===== config.mk =====
export PLATFORM = sky130hd
export DESIGN_NAME = spi_slave
export DESIGN_NICKNAME = d
export VERILOG_FILES = /design/src/rtl/spi_slave.sv
export SDC_FILE = /design/constraint.sdc
export NUM_CORES = 1
export LEC_CHECK = 0
export BUFFER_PORTS_ARGS = -buffer_cell sky130_fd_sc_hd__buf_4
export CELL_PAD_IN_SITES_DETAIL_PLACEMENT = 1
export CELL_PAD_IN_SITES_GLOBAL_PLACEMENT = 1
export CORE_MARGIN = 2
export CORE_UTILIZATION = 45
export DETAILED_ROUTE_END_ITERATION = 8
export GPL_TIMING_DRIVEN = 0
export PLACE_DENSITY_LB_ADDON = 0.2
export SLEW_MARGIN = 20
export SYNTH_ARGS = -nofsm -noshare
export SYNTH_HDL_FRONTEND = slang
export SYNTH_SLANG_ARGS = --single-unit

===== constraint.sdc =====
create_clock -name clk -period 1.7 [get_ports clk]
set_clock_uncertainty 0.05 [all_clocks]
set_input_delay 0.255 -clock clk [delete_from_list [all_inputs] [get_ports clk]]
set_output_delay 0.255 -clock clk [all_outputs]
set_load 0.01 [all_outputs]

===== src/rtl/spi_slave.sv =====
// SPI mode-0 target engine: MSB-first 8-bit frames with one-entry TX/RX holding registers.
// Optional sticky RX overrun flag when SPI_SLAVE_OVERRUN_EN is defined.
module spi_slave #(
  parameter int          SYNC_STAGES = 2,
  parameter logic [7:0]  IDLE_BYTE   = 8'h00
) (
  input  logic       clk,
  input  logic       rst_n,
  input  logic       sclk,
  input  logic       cs_n,
  input  logic       mosi,
  output logic       miso,
  input  logic [7:0] tx_data,
  input  logic       tx_valid,
  output logic       tx_ready,
  output logic [7:0] rx_data,
  output logic       rx_valid,
  input  logic       rx_ready
`ifdef SPI_SLAVE_OVERRUN_EN
  ,
  output logic       rx_overrun,
  input  logic       rx_overrun_clr
`endif
);

  typedef enum logic {IDLE, ACTIVE} state_t;

  state_t state_reg, state_next;

  logic [SYNC_STAGES-1:0] sclk_sync_reg, cs_sync_reg, mosi_sync_reg;
  logic       sclk_prev_reg;
  logic [7:0] tx_buf_reg;
  logic       tx_full_reg;
  logic [7:0] tx_shift_reg;
  logic [7:0] rx_shift_reg;
  logic [2:0] bcnt_reg;
  logic [7:0] rx_data_reg;
  logic       rx_valid_reg;

  logic sclk_s, cs_s, mosi_s;
  logic cs_fall, cs_rise;
  logic bit_rise, bit_fall, byte_load, byte_done;
  logic tx_accept, rx_take;
  logic [7:0] rx_byte;

  // cs_n synchronisers reset to 1 so reset release never looks like a select
  always_ff @(posedge clk or negedge rst_n) begin
    if (!rst_n) begin
      sclk_sync_reg <= '0;
      cs_sync_reg   <= '1;
      mosi_sync_reg <= '0;
      sclk_prev_reg <= 1'b0;
    end else begin
      sclk_sync_reg <= {sclk_sync_reg[SYNC_STAGES-2:0], sclk};
      cs_sync_reg   <= {cs_sync_reg[SYNC_STAGES-2:0], cs_n};
      mosi_sync_reg <= {mosi_sync_reg[SYNC_STAGES-2:0], mosi};
      sclk_prev_reg <= sclk_s;
    end
  end

  assign sclk_s = sclk_sync_reg[SYNC_STAGES-1];
  assign cs_s   = cs_sync_reg[SYNC_STAGES-1];
  assign mosi_s = mosi_sync_reg[SYNC_STAGES-1];

  always_ff @(posedge clk or negedge rst_n) begin
    if (!rst_n) state_reg <= IDLE;
    else        state_reg <= state_next;
  end

  always_comb begin
    state_next = state_reg;
    cs_fall    = 1'b0;
    cs_rise    = 1'b0;
    case (state_reg)
      IDLE: if (!cs_s) begin
        state_next = ACTIVE;
        cs_fall    = 1'b1;
      end
      ACTIVE: if (cs_s) begin
        state_next = IDLE;
        cs_rise    = 1'b1;
      end
      default: state_next = IDLE;
    endcase
  end

  assign bit_rise  = (state_reg == ACTIVE) && !cs_s && sclk_s && !sclk_prev_reg;
  assign bit_fall  = (state_reg == ACTIVE) && !cs_s && !sclk_s && sclk_prev_reg;
  assign byte_load = cs_fall || (bit_fall && (bcnt_reg == 3'd0));
  assign byte_done = bit_rise && (bcnt_reg == 3'd7);
  assign rx_byte   = {rx_shift_reg[6:0], mosi_s};
  assign tx_accept = tx_valid && !tx_full_reg;
  assign rx_take   = rx_valid_reg && rx_ready;

  // A byte accepted during a load is kept for the next load; the load sees the old buffer
  always_ff @(posedge clk or negedge rst_n) begin
    if (!rst_n) begin
      tx_buf_reg  <= 8'h00;
      tx_full_reg <= 1'b0;
    end else if (tx_accept) begin
      tx_buf_reg  <= tx_data;
      tx_full_reg <= 1'b1;
    end else if (byte_load) begin
      tx_full_reg <= 1'b0;
    end
  end

  always_ff @(posedge clk or negedge rst_n) begin
    if (!rst_n) begin
      tx_shift_reg <= 8'h00;
      rx_shift_reg <= 8'h00;
      bcnt_reg     <= 3'd0;
    end else if (cs_rise) begin
      tx_shift_reg <= 8'h00;
      rx_shift_reg <= 8'h00;
      bcnt_reg     <= 3'd0;
    end else begin
      if (byte_load)
        tx_shift_reg <= tx_full_reg ? tx_buf_reg : IDLE_BYTE;
      else if (bit_fall)
        tx_shift_reg <= {tx_shift_reg[6:0], 1'b0};
      if (bit_rise) begin
        rx_shift_reg <= rx_byte;
        bcnt_reg     <= bcnt_reg + 3'd1;
      end
    end
  end

  always_ff @(posedge clk or negedge rst_n) begin
    if (!rst_n) begin
      rx_data_reg  <= 8'h00;
      rx_valid_reg <= 1'b0;
    end else if (byte_done && (!rx_valid_reg || rx_ready)) begin
      rx_data_reg  <= rx_byte;
      rx_valid_reg <= 1'b1;
    end else if (rx_take) begin
      rx_valid_reg <= 1'b0;
    end
  end

`ifdef SPI_SLAVE_OVERRUN_EN
  logic rx_overrun_reg;

  always_ff @(posedge clk or negedge rst_n) begin
    if (!rst_n)
      rx_overrun_reg <= 1'b0;
    else if (byte_done && rx_valid_reg && !rx_ready)
      rx_overrun_reg <= 1'b1;
    else if (rx_overrun_clr)
      rx_overrun_reg <= 1'b0;
  end

  assign rx_overrun = rx_overrun_reg;
`endif

  assign miso     = tx_shift_reg[7];
  assign tx_ready = !tx_full_reg;
  assign rx_data  = rx_data_reg;
  assign rx_valid = rx_valid_reg;

endmodule


==> qor.csv <==
metric,value,unit
CP peak stage delay,0.57,ns
grt ovf,0,
final-report hold violation count,0,
ys async rst share,100,%
"area leader, netlist",dfrtp_1,
# DRC,0,
WL final,3350,µm
static leakage,1.10,nW
critical path class,register to register,
Mapped Area,0.00180,mm²
routed len/inst,14.8,µm
Post-synth EDFFs,0,
Synth-to-Final Area Change,21.6,%
die height,67.3,µm
CTS tree,built,
"CP delay by family, top",flip-flops,
pwr dens,1040,mW/mm²
slowest CP cell,dfstp_2,
Final Instance Area,0.00219,mm²
Peak VDD IR,0.558,mV
Hold WC Path Type,primary input to register,
top post-synthesis cells by area,"dfrtp_1 58%, mux2_2 10%, mux2i_1 7.8%, dfstp_2 2.9%, and2_1 2.8%",
Clock transition at path regs,0.08,ns
"Seq/Total Area, Yosys",61.2,%
total power,2.28,mW
total CTS buffers,5,
Via density,5.01,
Fmax,634,MHz
I/O pin total,26,
die width,67.3,µm
CTS H-Tree Depth,2,
Clock Tree Buf Depth,2,
Storage cell area,0.00110,mm²
Place WS,0.0765,ns
dpl cell area,0.00205,mm²
number of synthesized register bits,44,
Total GRT Usage,17.1,%
Mapped Cells,139,
Core ar.,0.00394,mm²
"Primary FF master, synth",dfrtp_1,
worst reg-to-reg path cell count,4,
# diodes,0,
vias in the first global route,1170,
global placement routability congestion,0.738,
"commonest non-fill, non-tap cell in the layout",dfrtp_1,
# setup viols final,0,
CP Launch Type,register,
"setup slack, reg-to-reg",0.12,ns
Inst Count DP,214,
global-route wire length before repair,5630,µm
Final ANT Viol Nets,0,
Crit path depth,4,
WP buf/inv,1,
relative slew slack,64.1,%
Initial Utilization,45.8,%
FP Rows,23,
share of the synthesized area in the top cell type,58.3,%
mean area per synthesized cell,13.0,µm²
drt first pass iters,4,
Crit Path Max Fanout,8,
RSZ-0062 raised after global routing,no,
Max Cap Viol,0,
fillers,400,
Worst-Skew Late Latency,0.29,ns
Worst-Margin Slew,0.539,ns
overall die area,0.00453,mm²
share of layout cells above drive strength 1,31.8,%
pins over their slew limit,0,
Worst Setup End Kind,register,
Setup WS post-layout,0.122,ns
Syn. warnings,0,
Detailed Route Iter0 Violations,23,
largest net degree at the start of global routing,45,
fin nets,193,
clk sinks,44,
Via Count,1132,
"Distinct cells, synth",26,
IO Port Bufs,25,
initial antenna violation count,0,
TNS Setup,0,ns
Worst EP required,1.84,ns
status,"finished, final reports clean",
WHS Path Cells,2,
Non-Filler Instances,226,
crit share post-route,92.8,%
post-DP HPWL,2350,µm
most frequent cells in the layout,"42 x dfrtp_1, 27 x buf_4, 16 x mux2_2, 14 x mux2i_1, 9 x nand3_1",
worst path cell trace,and4bb_1 > buf_4 > nand3_4 > mux2_2,
fin crit period,1.58,ns
area of the multi-input gates,662,µm²
Arrival @ worst endpoint,1.71,ns
Syn Nets,157,
"Setup Fix Bufs, Post-CTS",0,
CTS root buf,clkbuf_8,
==> cell families after synthesis <==
logic type	count (synthesis)	synth area share (%)
muxes	30	17.8
adders and majority gates	3	2.08
buffers and inverters	10	2.57
and+or+nand+nor	38	11.7
AOI/OAI and AO/OA	13	4.23
DFF	44	61.2
xor gates and xnor gates	1	0.486
==> power breakdown <==
group | switching [mW] | total [mW] | internal, mW | leakage [nW]
sequential | 0.0833 | 1.26 | 1.18 | 0.567
combinational | 0.149 | 0.340 | 0.191 | 0.477
clock | 0.352 | 0.676 | 0.325 | 0.0510
==> routing by layer <==
metal / GRT usage [%] / vias up / wire, µm
li1: - / 544 / -
met1: 22.3 / 567 / 1560
met2: 26.5 / 16 / 1620
met3: 4.50 / 5 / 111
met4: 8.42 / 0 / 57
met5: 0 / - / 0
==> path summary, 6_finish.rpt <==
| kind | from | endpoint |
|---|---|---|
| setup / recovery | cs_sync_reg[1] | rx_data[4] |
| hold reg to reg | cs_sync_reg[0] | cs_sync_reg[1] |
| hold / removal | tx_data[7] | tx_buf_reg[7] |
| max in group asynchronous | rst_n | cs_sync_reg[1] |
| setup reg to reg | cs_sync_reg[1] | rx_data[4] |
| min in group asynchronous | rst_n | rx_data[4] |
==> through the flow <==
step                      util [%]  hold WS (ns)
after floorplan                  -       -0.0906
after global placement        52.1         0.225
after detailed placement      52.1         0.236
after CTS                     54.7       0.00399
after global routing          55.7         0.126
final                         55.7         0.141
==> layout make-up <==
type,count,area share (%)
Clock buffer,6,3.76
Tap cell,50,2.85
Timing Repair Buffer,29,10.4
Sequential cell,44,50.3
Inverter,5,0.855
Multi-Input combinational cell,85,30.2
Clock inverter,2,0.456
Buffer,5,1.25
==> Yosys cell counts, types with 2 or more instances <==
cell and count:
nand2_1 7, ha_1 3, inv_1 5, dfrtp_1 42, nand3_1 9, mux2i_1 14
dfstp_2 2, and2_1 8, nand2b_1 2, nor2_1 8, buf_4 2, o21ai_0 8
mux2_2 16
==> what timing repair did <==
item                                   in CTS  in global routing
hold buffers                                1                  3
endpoints found under the hold margin      42                  3
resized for setup                           0                  1
setup endpoints to repair                   0                  7
No activity file was read; power rests on OpenSTA's default activity.
